File: config.mk
export PLATFORM = sky130hd
export DESIGN_NAME = gate_timing_ctrl
export DESIGN_NICKNAME = d
export VERILOG_FILES = /design/src/rtl/gate_timing_ctrl.sv
export SDC_FILE = /design/constraint.sdc
export NUM_CORES = 1
export LEC_CHECK = 0
export CORE_MARGIN = 3
export CORE_UTILIZATION = 50
export CTS_CLUSTER_DIAMETER = 120
export CTS_CLUSTER_SIZE = 40
export DETAILED_ROUTE_END_ITERATION = 10
export GPL_ROUTABILITY_DRIVEN = 0
export PLACE_DENSITY_LB_ADDON = 0.05
export SYNTH_ARGS = -nofsm -noshare
export SYNTH_HDL_FRONTEND = slang
export SYNTH_SLANG_ARGS = --single-unit
File: constraint.sdc
create_clock -name clk -period 2.5 [get_ports clk]
set_input_delay 0.25 -clock clk [delete_from_list [all_inputs] [get_ports clk]]
set_output_delay 0.25 -clock clk [all_outputs]
set_load 0.02 [all_outputs]
File: src/rtl/gate_timing_ctrl.sv
// Measurement sequencer for the frequency-meter decade chain: generates the count
// gate, store strobe and chain clear, and auto-ranges the gate time (1 s / 0.1 s / 0.01 s).
module gate_timing_ctrl #(
    parameter int unsigned TICK_DIV = 10000,
    parameter int unsigned DIV_W    = 14
) (
    input  logic       clk,
    input  logic       nRST,
    input  logic       start,
    input  logic       auto_range,
    input  logic [1:0] manual_range,
    input  logic       ovf_in,
    input  logic       msd_zero,
    output logic       gate_en,
    output logic       store,
    output logic       clear_n,
    output logic [1:0] range,
    output logic       ovf_flag,
    output logic       busy
);

    localparam int unsigned TICK_W = 7;
    localparam logic [DIV_W-1:0] PRESC_LAST = DIV_W'(TICK_DIV - 1);

    typedef enum logic [2:0] {
        ST_IDLE   = 3'd0,
        ST_CLR    = 3'd1,
        ST_GATE   = 3'd2,
        ST_SETTLE = 3'd3,
        ST_STORE  = 3'd4,
        ST_EVAL   = 3'd5
    } state_e;

    state_e              state_q, state_d;
    logic [DIV_W-1:0]    presc_q, presc_d;
    logic [TICK_W-1:0]   tick_q, tick_d;
    logic [TICK_W-1:0]   tick_last_c;
    logic                settle_q, settle_d;
    logic                ovf_seen_q, ovf_seen_d;
    logic [1:0]          range_q, range_d;
    logic                ovf_flag_q, ovf_flag_d;
    logic                gate_done_c;
    logic                gate_en_d, store_d, clear_n_d, busy_d;

    // Last tick index of the gate for the active range (100 / 10 / 1 ticks).
    always_comb begin
        case (range_q)
            2'd0:    tick_last_c = TICK_W'(99);
            2'd1:    tick_last_c = TICK_W'(9);
            default: tick_last_c = TICK_W'(0);
        endcase
    end

    assign gate_done_c = (presc_q == PRESC_LAST) && (tick_q == tick_last_c);

    always_ff @(posedge clk or negedge nRST) begin
        if (!nRST) begin
            state_q <= ST_IDLE;
        end else begin
            state_q <= state_d;
        end
    end

    always_comb begin
        state_d = state_q;
        case (state_q)
            ST_IDLE:   if (start) state_d = ST_CLR;
            ST_CLR:    state_d = ST_GATE;
            ST_GATE:   if (gate_done_c) state_d = ST_SETTLE;
            ST_SETTLE: if (settle_q) state_d = ST_STORE;
            ST_STORE:  state_d = ST_EVAL;
            ST_EVAL:   state_d = start ? ST_CLR : ST_IDLE;
            default:   state_d = ST_IDLE;
        endcase
    end

    // Outputs are decoded from the next state so the registered copies line up with state_q.
    always_comb begin
        gate_en_d = (state_d == ST_GATE);
        store_d   = (state_d == ST_STORE);
        clear_n_d = (state_d != ST_CLR);
        busy_d    = (state_d != ST_IDLE);
    end

    // Prescaler, tick count, overflow capture and range decision.
    always_comb begin
        presc_d    = presc_q;
        tick_d     = tick_q;
        settle_d   = settle_q;
        ovf_seen_d = ovf_seen_q;
        range_d    = range_q;
        ovf_flag_d = ovf_flag_q;
        case (state_q)
            ST_CLR: begin
                presc_d    = '0;
                tick_d     = '0;
                settle_d   = 1'b0;
                ovf_seen_d = 1'b0;
                if (!auto_range) begin
                    range_d = (manual_range == 2'd3) ? 2'd2 : manual_range;
                end
            end
            ST_GATE: begin
                if (ovf_in) ovf_seen_d = 1'b1;
                if (presc_q == PRESC_LAST) begin
                    presc_d = '0;
                    if (!gate_done_c) tick_d = tick_q + TICK_W'(1);
                end else begin
                    presc_d = presc_q + DIV_W'(1);
                end
            end
            ST_SETTLE: begin
                if (ovf_in) ovf_seen_d = 1'b1;
                settle_d = 1'b1;
            end
            ST_EVAL: begin
                ovf_flag_d = ovf_seen_q && (range_q == 2'd2);
                if (auto_range) begin
                    if (ovf_seen_q && (range_q < 2'd2)) begin
                        range_d = range_q + 2'd1;
                    end else if (!ovf_seen_q && msd_zero && (range_q > 2'd0)) begin
                        range_d = range_q - 2'd1;
                    end
                end
            end
            default: ;
        endcase
    end

    always_ff @(posedge clk or negedge nRST) begin
        if (!nRST) begin
            presc_q    <= '0;
            tick_q     <= '0;
            settle_q   <= 1'b0;
            ovf_seen_q <= 1'b0;
            range_q    <= 2'd0;
            ovf_flag_q <= 1'b0;
            gate_en    <= 1'b0;
            store      <= 1'b0;
            clear_n    <= 1'b1;
            busy       <= 1'b0;
        end else begin
            presc_q    <= presc_d;
            tick_q     <= tick_d;
            settle_q   <= settle_d;
            ovf_seen_q <= ovf_seen_d;
            range_q    <= range_d;
            ovf_flag_q <= ovf_flag_d;
            gate_en    <= gate_en_d;
            store      <= store_d;
            clear_n    <= clear_n_d;
            busy       <= busy_d;
        end
    end

    assign range    = range_q;
    assign ovf_flag = ovf_flag_q;

endmodule

* Yosys cells after proc, flatten, opt, wreduce, memory -nomap -nowiden
Index checks and enable logic that the tools add are counted. Widths: inputs -> output; s select.
Word-level totals: logic and storage cells 73, register bits 33, bits of input ports 8, output and inout bits 7
Operators by class: order comparisons 2, $add $sub $neg 4, reduce and logical (&&, ||, !) cells 17, muxes and demuxes 20, eq/ne operators 19
Operators by type and width (count):
- $pmux 14 s2 | 1
- $pmux 7 s2 | 2
- $pmux 3 s6 | 1
- $add 14x1->14 const B | 1
- $eq 14x14->1 const B | 1
- $mux 14 | 1
- $mux 7 | 2
- $mux 2 | 5
- $eq 3x2->1 const B | 3
- $eq 3x3->1 const B | 3
- $mux 3 | 3
- $ne 2x2->1 const B | 4
- $reduce_bool 2->1 | 4
- $add 7x1->7 const B | 1
- $eq 7x7->1 | 1
- $logic_and 1x1->1 | 5
- $eq 2x2->1 const B | 2
- $pmux 1 s2 | 2
- $pmux 2 s2 | 1
- $reduce_and 4->1 | 1
- $eq 3x1->1 const B | 1
- $logic_not 3->1 | 1
- $ne 3x1->1 const B | 1
- $ne 3x3->1 const B | 1
- other kinds (13) | 14

* Longest topological paths before layout
Gate-level depths: netlist of the first run.
depth after elaboration 7, mapped depth 7, gate-level depth less buffers 7

* Least setup slack after synthesis of the first run
No wires, ideal clock.
kind register to register, start point reg presc_q[5], end point reg presc_q[1], path buffers 1, path slack 471 ps, data required time 2379 ps, period minus slack after synthesis 2029 ps, cell stages (with the launch flop) 6, setup time 121 ps, data arrival time 1908 ps, cells stage by stage dfrtp_1 -> or4b_4 -> nor4_1 -> and2b_1 -> clkbuf_1 -> a22o_1
On the way: longest elaborated chain between the ends 3
Ends and longest elaborated chain:
- start, declared | line 35 | logic [DIV_W-1:0] presc_q, presc_d;
- start signal, assigned | line 143 | presc_q <= presc_d;
- $eq 14x14->1 | line 105 | if (presc_q == PRESC_LAST) begin
- $mux 14 | line 105
- $pmux 14 s2 | line 93 | case (state_q)
Every way passes these cells. A chain may end at the register's enable or synchronous reset.

* Worst setup path in the final report of the first run
start point reg presc_q[5], end point reg presc_q[12]
On the way: longest elaborated chain between the ends 3, elaborated cells on any way between the ends 4, those cells by class 1 x add/sub; 1 x eq/ne; 2 x mux
Ends and longest elaborated chain (line):
- $add 14x1->14 or $eq 14x14->1 (tied branches) | 109, 105
- $mux 14 * | 105
- $pmux 14 s2 * | 93
Mark *: on every way between the ends. The rest lies on a longest branch, timed or not.

==> results.py, run 1 <==
metrics = {
    "power": {
        "switching_power_mw": 0.232,
        "total_power_mw": 1.00,
        "pwr-share-comb_pct": 5.2,
        "seqPwrFrac_pct": 53.8,
        "leakage_nw": 0.904,
        "p_per_area_mw_per_mm2": 479,
        "p_int_mw": 0.771,
        "clock_power_share_pct": 41.0,
        "ir_drop_v": 0.000273,
        "switching_share_pct": 23.1,
    },
    "synthesis": {
        "synth-edff-count": 0,
        "synth_ff_type": "dfrtp_1",
        "yosys_warnings": 0,
        "synth-seq-cells": 33,
        "synthArstFlopShare_pct": 100,
        "syn_inst": 198,
        "yosysSeqAreaShare_pct": 45.6,
        "ys_types": 41,
        "syn_avg_cell_area_um2": 9.16,
        "syn_area_mm2": 0.00181,
        "synth_nets": 212,
    },
    "clocking": {
        "cts.sinks": 33,
        "hold_buffers": 0,
        "clockBufferDepth": 2,
        "post_cts_buffers": 0,
        "numCtsBuffers": 5,
        "cts.clk_slew.worst_paths_ns": 0.11,
        "cts_tree": "built",
        "htree_levels": 2,
        "cts_resized": 0,
        "cts_root_buffer": "clkbuf_4",
        "clock_latency_ns": 0.34,
    },
    "setup_path": {
        "crit_required_ns": 2.73,
        "r2r_end": "presc_q[12]",
        "reg2reg_from": "presc_q[5]",
        "critPathSlowestCell": "or4b_4",
        "critPathTopFamily": "compound AO/OA/AOI/OAI gates",
        "crit_arrival_ns": 2.50,
        "crit_type": "reg -> reg",
        "worst-r2r-setup-slack_ns": 0.22,
        "cpPeakStageDelay_ns": 0.58,
        "worstRegToRegCells": 6,
        "endpoint_kind": "register",
        "path_cells": "or4b_4 -> o41ai_4 -> buf_4 -> a31oi_1 -> o21ai_0 -> o31ai_1",
        "start_kind": "register",
        "crit_buf_inv": 1,
        "path_max_fanout": 16,
    },
    "layout": {
        "post-route-cell-area_mm2": 0.00209,
        "final_cell_mix": "dfrtp_1 (32), o21ai_0 (25), nand2_1 (24)",
        "area_growth_pct": 15.4,
        "fill_cells": 302,
        "final_nets": 229,
        "post-route-util_pct": 61.3,
        "seqCellArea_um2": 827,
        "layout-drive-gt1-share_pct": 8.33,
        "diodes": 0,
        "fin_cells": 262,
        "layout_commonest_cell": "dfrtp_1",
        "multi_input_area_um2": 925,
    },
    "worst_hold_path": {
        "hp-class": "in -> async",
    },
    "global_routing": {
        "grt-ovfl-total": 0,
        "grt_pass1_vias": 1496,
        "antenna_found_initial": 0,
        "grt_usage_pct": 19.8,
        "grt_max_degree": 34,
        "grt_pass1_wl_mm": 6.64,
    },
    "timing": {
        "whs_ns": 0.309,
        "finalCritPeriodShare_pct": 91.0,
        "rsz0062_at_grt": "no",
        "fin_setup_tns_ns": 0,
        "setup_viol": 0,
        "relSlewSlack_pct": 54.2,
        "hold_viol_final": 0,
        "tightestPinTransition_ns": 0.686,
        "final_max_slew_viol_count": 0,
        "fin_crit_ns": 2.28,
        "setup_slack_ns": 0.225,
        "max_freq_mhz": 440,
        "fin_skew_ns": 0.00710,
    },
    "floorplanning": {
        "dieWidth_um": 66.2,
        "initial_core_util_pct": 53.1,
        "coreArea_mm2": 0.00342,
        "die-area_mm2": 0.00439,
        "pin_count": 15,
        "rows": 21,
        "die_y_um": 66.2,
    },
    "place": {
        "dp.cells": 254,
        "io_buffer_count": 14,
        "placed_cell_area_mm2": 0.00201,
        "pre_cts_slack_ns": 0.237,
        "post-dp-hpwl_mm": 2.71,
    },
    "routing": {
        "wirelength_mm": 3.76,
        "ant_nets": 0,
        "drcViolationCount": 0,
        "drt_pass1_iterations": 5,
        "avgViaCountPerCell": 5.79,
        "via_count": 1518,
        "drtIter0Drc": 90,
        "avgRoutedWirePerCell_um": 14.4,
    },
    "outcome": {
        "run_status": "complete, no violations",
    },
    "run": {
        "max_cap_viol_count": 0,
    },
}
worst max-delay path by stage:
stage,startpoint,end,slack (ns),cells past startpoint
2_1_floorplan,presc_q[5],presc_q[1],0.47,5
3_3_place_gp,presc_q[4],tick_q[2],0.29,5
3_5_place_dp,presc_q[4],presc_q[12],0.24,6
4_1_cts,presc_q[4],presc_q[5],0.21,6
5_1_grt,presc_q[5],presc_q[12],0.06,6
6_report,presc_q[5],presc_q[12],0.22,6
sequential cells by signal, indices dropped and copies added, names as in the netlist:
signal	flops
presc_q	14
tick_q	7
gate_en	1
ovf_seen_q	1
clear_n	1
range	2
store	1
ovf_flag	1
settle_q	1
busy	1
state_q	3
kinds of logic after synthesis:
group,count (synthesis),synth area share [%]
compound gates,47,16.8
xor+xnor,10,4.83
fa+ha+maj,7,4.69
buf+inv,16,3.45
flops,33,45.6
mux,1,0.552
simple gates,84,24.1
worst register-to-register path, stage by stage (launching register included):
cell     delay (ns)
dfrtp_1        0.46
or4b_4         0.58
o41ai_4        0.53
buf_4          0.29
a31oi_1        0.06
o21ai_0        0.16
o31ai_1        0.09
power groups by stage:
stage | sequential, mW | clock (mW) | combinational, mW
floorplan | 0.552 | 0 | 0.0189
global placement | 0.549 | 0 | 0.0514
detailed placement | 0.549 | 0 | 0.0531
CTS | 0.539 | 0.423 | 0.0533
global route | 0.540 | 0.444 | 0.0590
finish | 0.539 | 0.411 | 0.0522
area by class of cell:
cell class	instances	share of cell area [%]
Timing Repair Buffer	18	8.13
Multi-Input combinational cell	149	44.2
Inverter	8	1.43
Sequential cell	33	39.5
Tap cell	46	2.75
Clock inverter	3	2.21
Clock buffer	5	1.79
synth_stat cells (2+ instances only):
cell	number	area [µm²]
a21oi_1	3	15.0
or2_2	2	12.5
dfrtp_1	32	801
nand4_1	5	31.3
xnor2_1	3	26.3
a31oi_1	3	18.8
nor2_1	16	60.1
clkbuf_1	6	22.5
buf_2	2	10.0
o31ai_1	5	37.5
ha_1	6	75.1
nand4b_1	2	17.5
and3_1	7	43.8
nor3_1	3	15.0
inv_1	8	30.0
nand3_1	13	65.1
o21ai_0	25	125
or3_1	5	31.3
nand2_1	24	90.1
xor2_1	7	61.3
per-layer routing:
metal	vias to the layer above	track usage, %	routed length (µm)
met5	-	0	0
met2	38	33.8	1950
met3	2	5.61	165
met1	736	23.3	1620
li1	742	-	-
met4	0	7.87	17
Power figures use the tool's default switching activity.
==> run 2: changes to the inputs <==
- MAX_ROUTING_LAYER: unset -> met4
- PLACE_DENSITY: unset -> 0.72
- PLACE_DENSITY_LB_ADDON: 0.05 -> unset
- clock period: 2.5 -> 2.2 ns (I/O delays scaled with it)
==> results.py, run 2 (synthesis gave the netlist of run 1 again) <==
metrics = {
    "outcome": {
        "run_status": "complete, no violations",
    },
    "layout": {
        "multi_input_area_um2": 931,
        "layout-drive-gt1-share_pct": 10.0,
        "final_cell_mix": "dfrtp_1 (32), o21ai_0 (25), nand2_1 (24)",
        "fill_cells": 288,
        "seqCellArea_um2": 827,
        "post-route-util_pct": 62.7,
        "largest_reg_flops": 14,
        "top_regs": "presc_q: 14 flops, tick_q: 7 flops, state_q: 3 flops",
        "final_nets": 232,
        "area_growth_pct": 18.0,
        "diodes": 0,
        "regMostFlops": "presc_q",
        "layout_commonest_cell": "dfrtp_1",
    },
    "setup_path": {
        "start_kind": "register",
        "cpPeakStageDelay_ns": 0.57,
        "reg2reg_from": "presc_q[5]",
        "crit_arrival_ns": 2.33,
        "worstRegToRegCells": 6,
        "critPathSlowestCell": "or4b_4",
        "endpoint_kind": "register",
        "path_cells": "or4b_4 -> o41ai_4 -> buf_4 -> nand2_1 -> o21ai_0 -> o31ai_1",
        "crit_required_ns": 2.44,
        "r2r_end": "tick_q[1]",
        "crit_type": "reg -> reg",
        "worst-r2r-setup-slack_ns": 0.10,
        "path_max_fanout": 5,
    },
    "timing": {
        "finalCritPeriodShare_pct": 95.2,
        "setup_viol": 0,
        "setup_slack_ns": 0.105,
        "rsz0062_at_grt": "no",
        "fin_setup_tns_ns": 0,
        "max_freq_mhz": 477,
        "tightestPinTransition_ns": 0.681,
        "fin_skew_ns": 0.0107,
        "fin_crit_ns": 2.10,
        "relSlewSlack_pct": 54.4,
        "final_max_slew_viol_count": 0,
        "hold_viol_final": 0,
    },
    "clocking": {
        "cts.sinks": 33,
        "cts_tree": "built",
        "numCtsBuffers": 5,
        "htree_levels": 2,
        "clockBufferDepth": 2,
        "cts_root_buffer": "clkbuf_4",
        "clock_latency_ns": 0.35,
        "post_cts_buffers": 0,
        "cts.clk_slew.worst_paths_ns": 0.11,
    },
    "routing": {
        "drt-met1-wl_mm": 1.64,
        "top_layer": "met4",
        "drtIter0Drc": 100,
        "avgRoutedWirePerCell_um": 14.4,
        "avgViaCountPerCell": 5.90,
        "wl_met3_um": 210,
        "drt_pass1_iterations": 4,
        "ant_nets": 0,
        "drcViolationCount": 0,
        "wirelength_mm": 3.83,
        "via_count": 1563,
        "wl_met2_mm": 1.91,
    },
    "power": {
        "clock_power_share_pct": 46.0,
        "ir_drop_v": 0.000407,
        "p_per_area_mw_per_mm2": 581,
        "p_int_mw": 0.987,
        "leakage_nw": 0.931,
        "switching_share_pct": 20.7,
        "seqPwrFrac_pct": 49.2,
        "pwr-share-comb_pct": 4.8,
        "switching_power_mw": 0.257,
        "total_power_mw": 1.24,
    },
    "floorplanning": {
        "initial_core_util_pct": 53.1,
        "die-area_mm2": 0.00439,
        "rows": 21,
        "die_y_um": 66.2,
        "dieWidth_um": 66.2,
        "coreArea_mm2": 0.00342,
        "pin_count": 15,
    },
    "place": {
        "post-dp-hpwl_mm": 2.68,
        "pre_cts_slack_ns": 0.0860,
        "io_buffer_count": 14,
    },
    "run": {
        "max_cap_viol_count": 0,
    },
    "global_routing": {
        "grt_pass1_wl_mm": 6.75,
        "grt-ovfl-total": 0,
        "grt_max_degree": 34,
        "grt_usage_pct": 20.9,
        "antenna_found_initial": 0,
        "grt_pass1_vias": 1466,
    },
    "worst_hold_path": {
        "hp-class": "in -> async",
    },
}
## run 2: cell types whose count changed in the layout (fill, tap and decap cells not counted), sizes merged
cell | before | now
clkinvlp | 1 | 0
bufinv | 1 | 2
buf | 4 | 7
## run 2: through the flow
step	hold slack, ns	area [µm²]	instances
floorplan	-0.0756	1810	198
global placement	0.474	2030	257
detailed placement	0.493	2030	257
CTS	0.270	2130	265
global route	0.297	2140	265
finish	0.262	2140	265
## run 2: final cells by class
type / count / share of cell area (%)
Multi-Input combinational cell: 149 / 43.5
Sequential cell: 33 / 38.6
Timing Repair Buffer: 21 / 9.00
Clock inverter: 3 / 3.04
Tap cell: 46 / 2.69
Clock buffer: 5 / 1.75
Inverter: 8 / 1.40
## run 2: per-layer routing
layer  up-vias  global-route usage (%)
met5         -                       -
met4         0                    8.88
met3         7                    6.29
li1        746                       -
met1       766                    25.4
met2        44                    32.2
## run 2: power groups by stage
stage / Sequential (mW) / Combinational [mW] / Clock (mW)
floorplan: 0.627 / 0.0214 / 0
global placement: 0.624 / 0.0584 / 0
detailed placement: 0.624 / 0.0604 / 0
CTS: 0.613 / 0.0611 / 0.585
global route: 0.613 / 0.0676 / 0.608
finish: 0.613 / 0.0598 / 0.572
## run 2: worst max path at each step
| stage | slack (ns) | from | depth (start not counted) | end |
|---|---|---|---|---|
| 3_5_place_dp | 0.09 | presc_q[5] | 5 | tick_q[1] |
| 2_1_floorplan | 0.17 | presc_q[5] | 5 | presc_q[1] |
| 5_1_grt | 0.02 | presc_q[5] | 6 | presc_q[5] |
| 6_report | 0.10 | presc_q[5] | 6 | tick_q[1] |
| 3_3_place_gp | 0.17 | presc_q[5] | 5 | tick_q[2] |
| 4_1_cts | 0.03 | presc_q[5] | 5 | tick_q[1] |
## run 2: critical path, delay by kind of cell, from the launching register on
kind                   cells  cell delay, ns
AOI/OAI and AO/OA          3            0.74
and+or+nand+nor            2            0.64
DFF                        1            0.40
buffers and inverters      1            0.19
## run 2: what timing repair did
item                                    CTS  global route
resized for setup                         0             1
hold buffers                              0             0
endpoints found under the setup margin    0             5
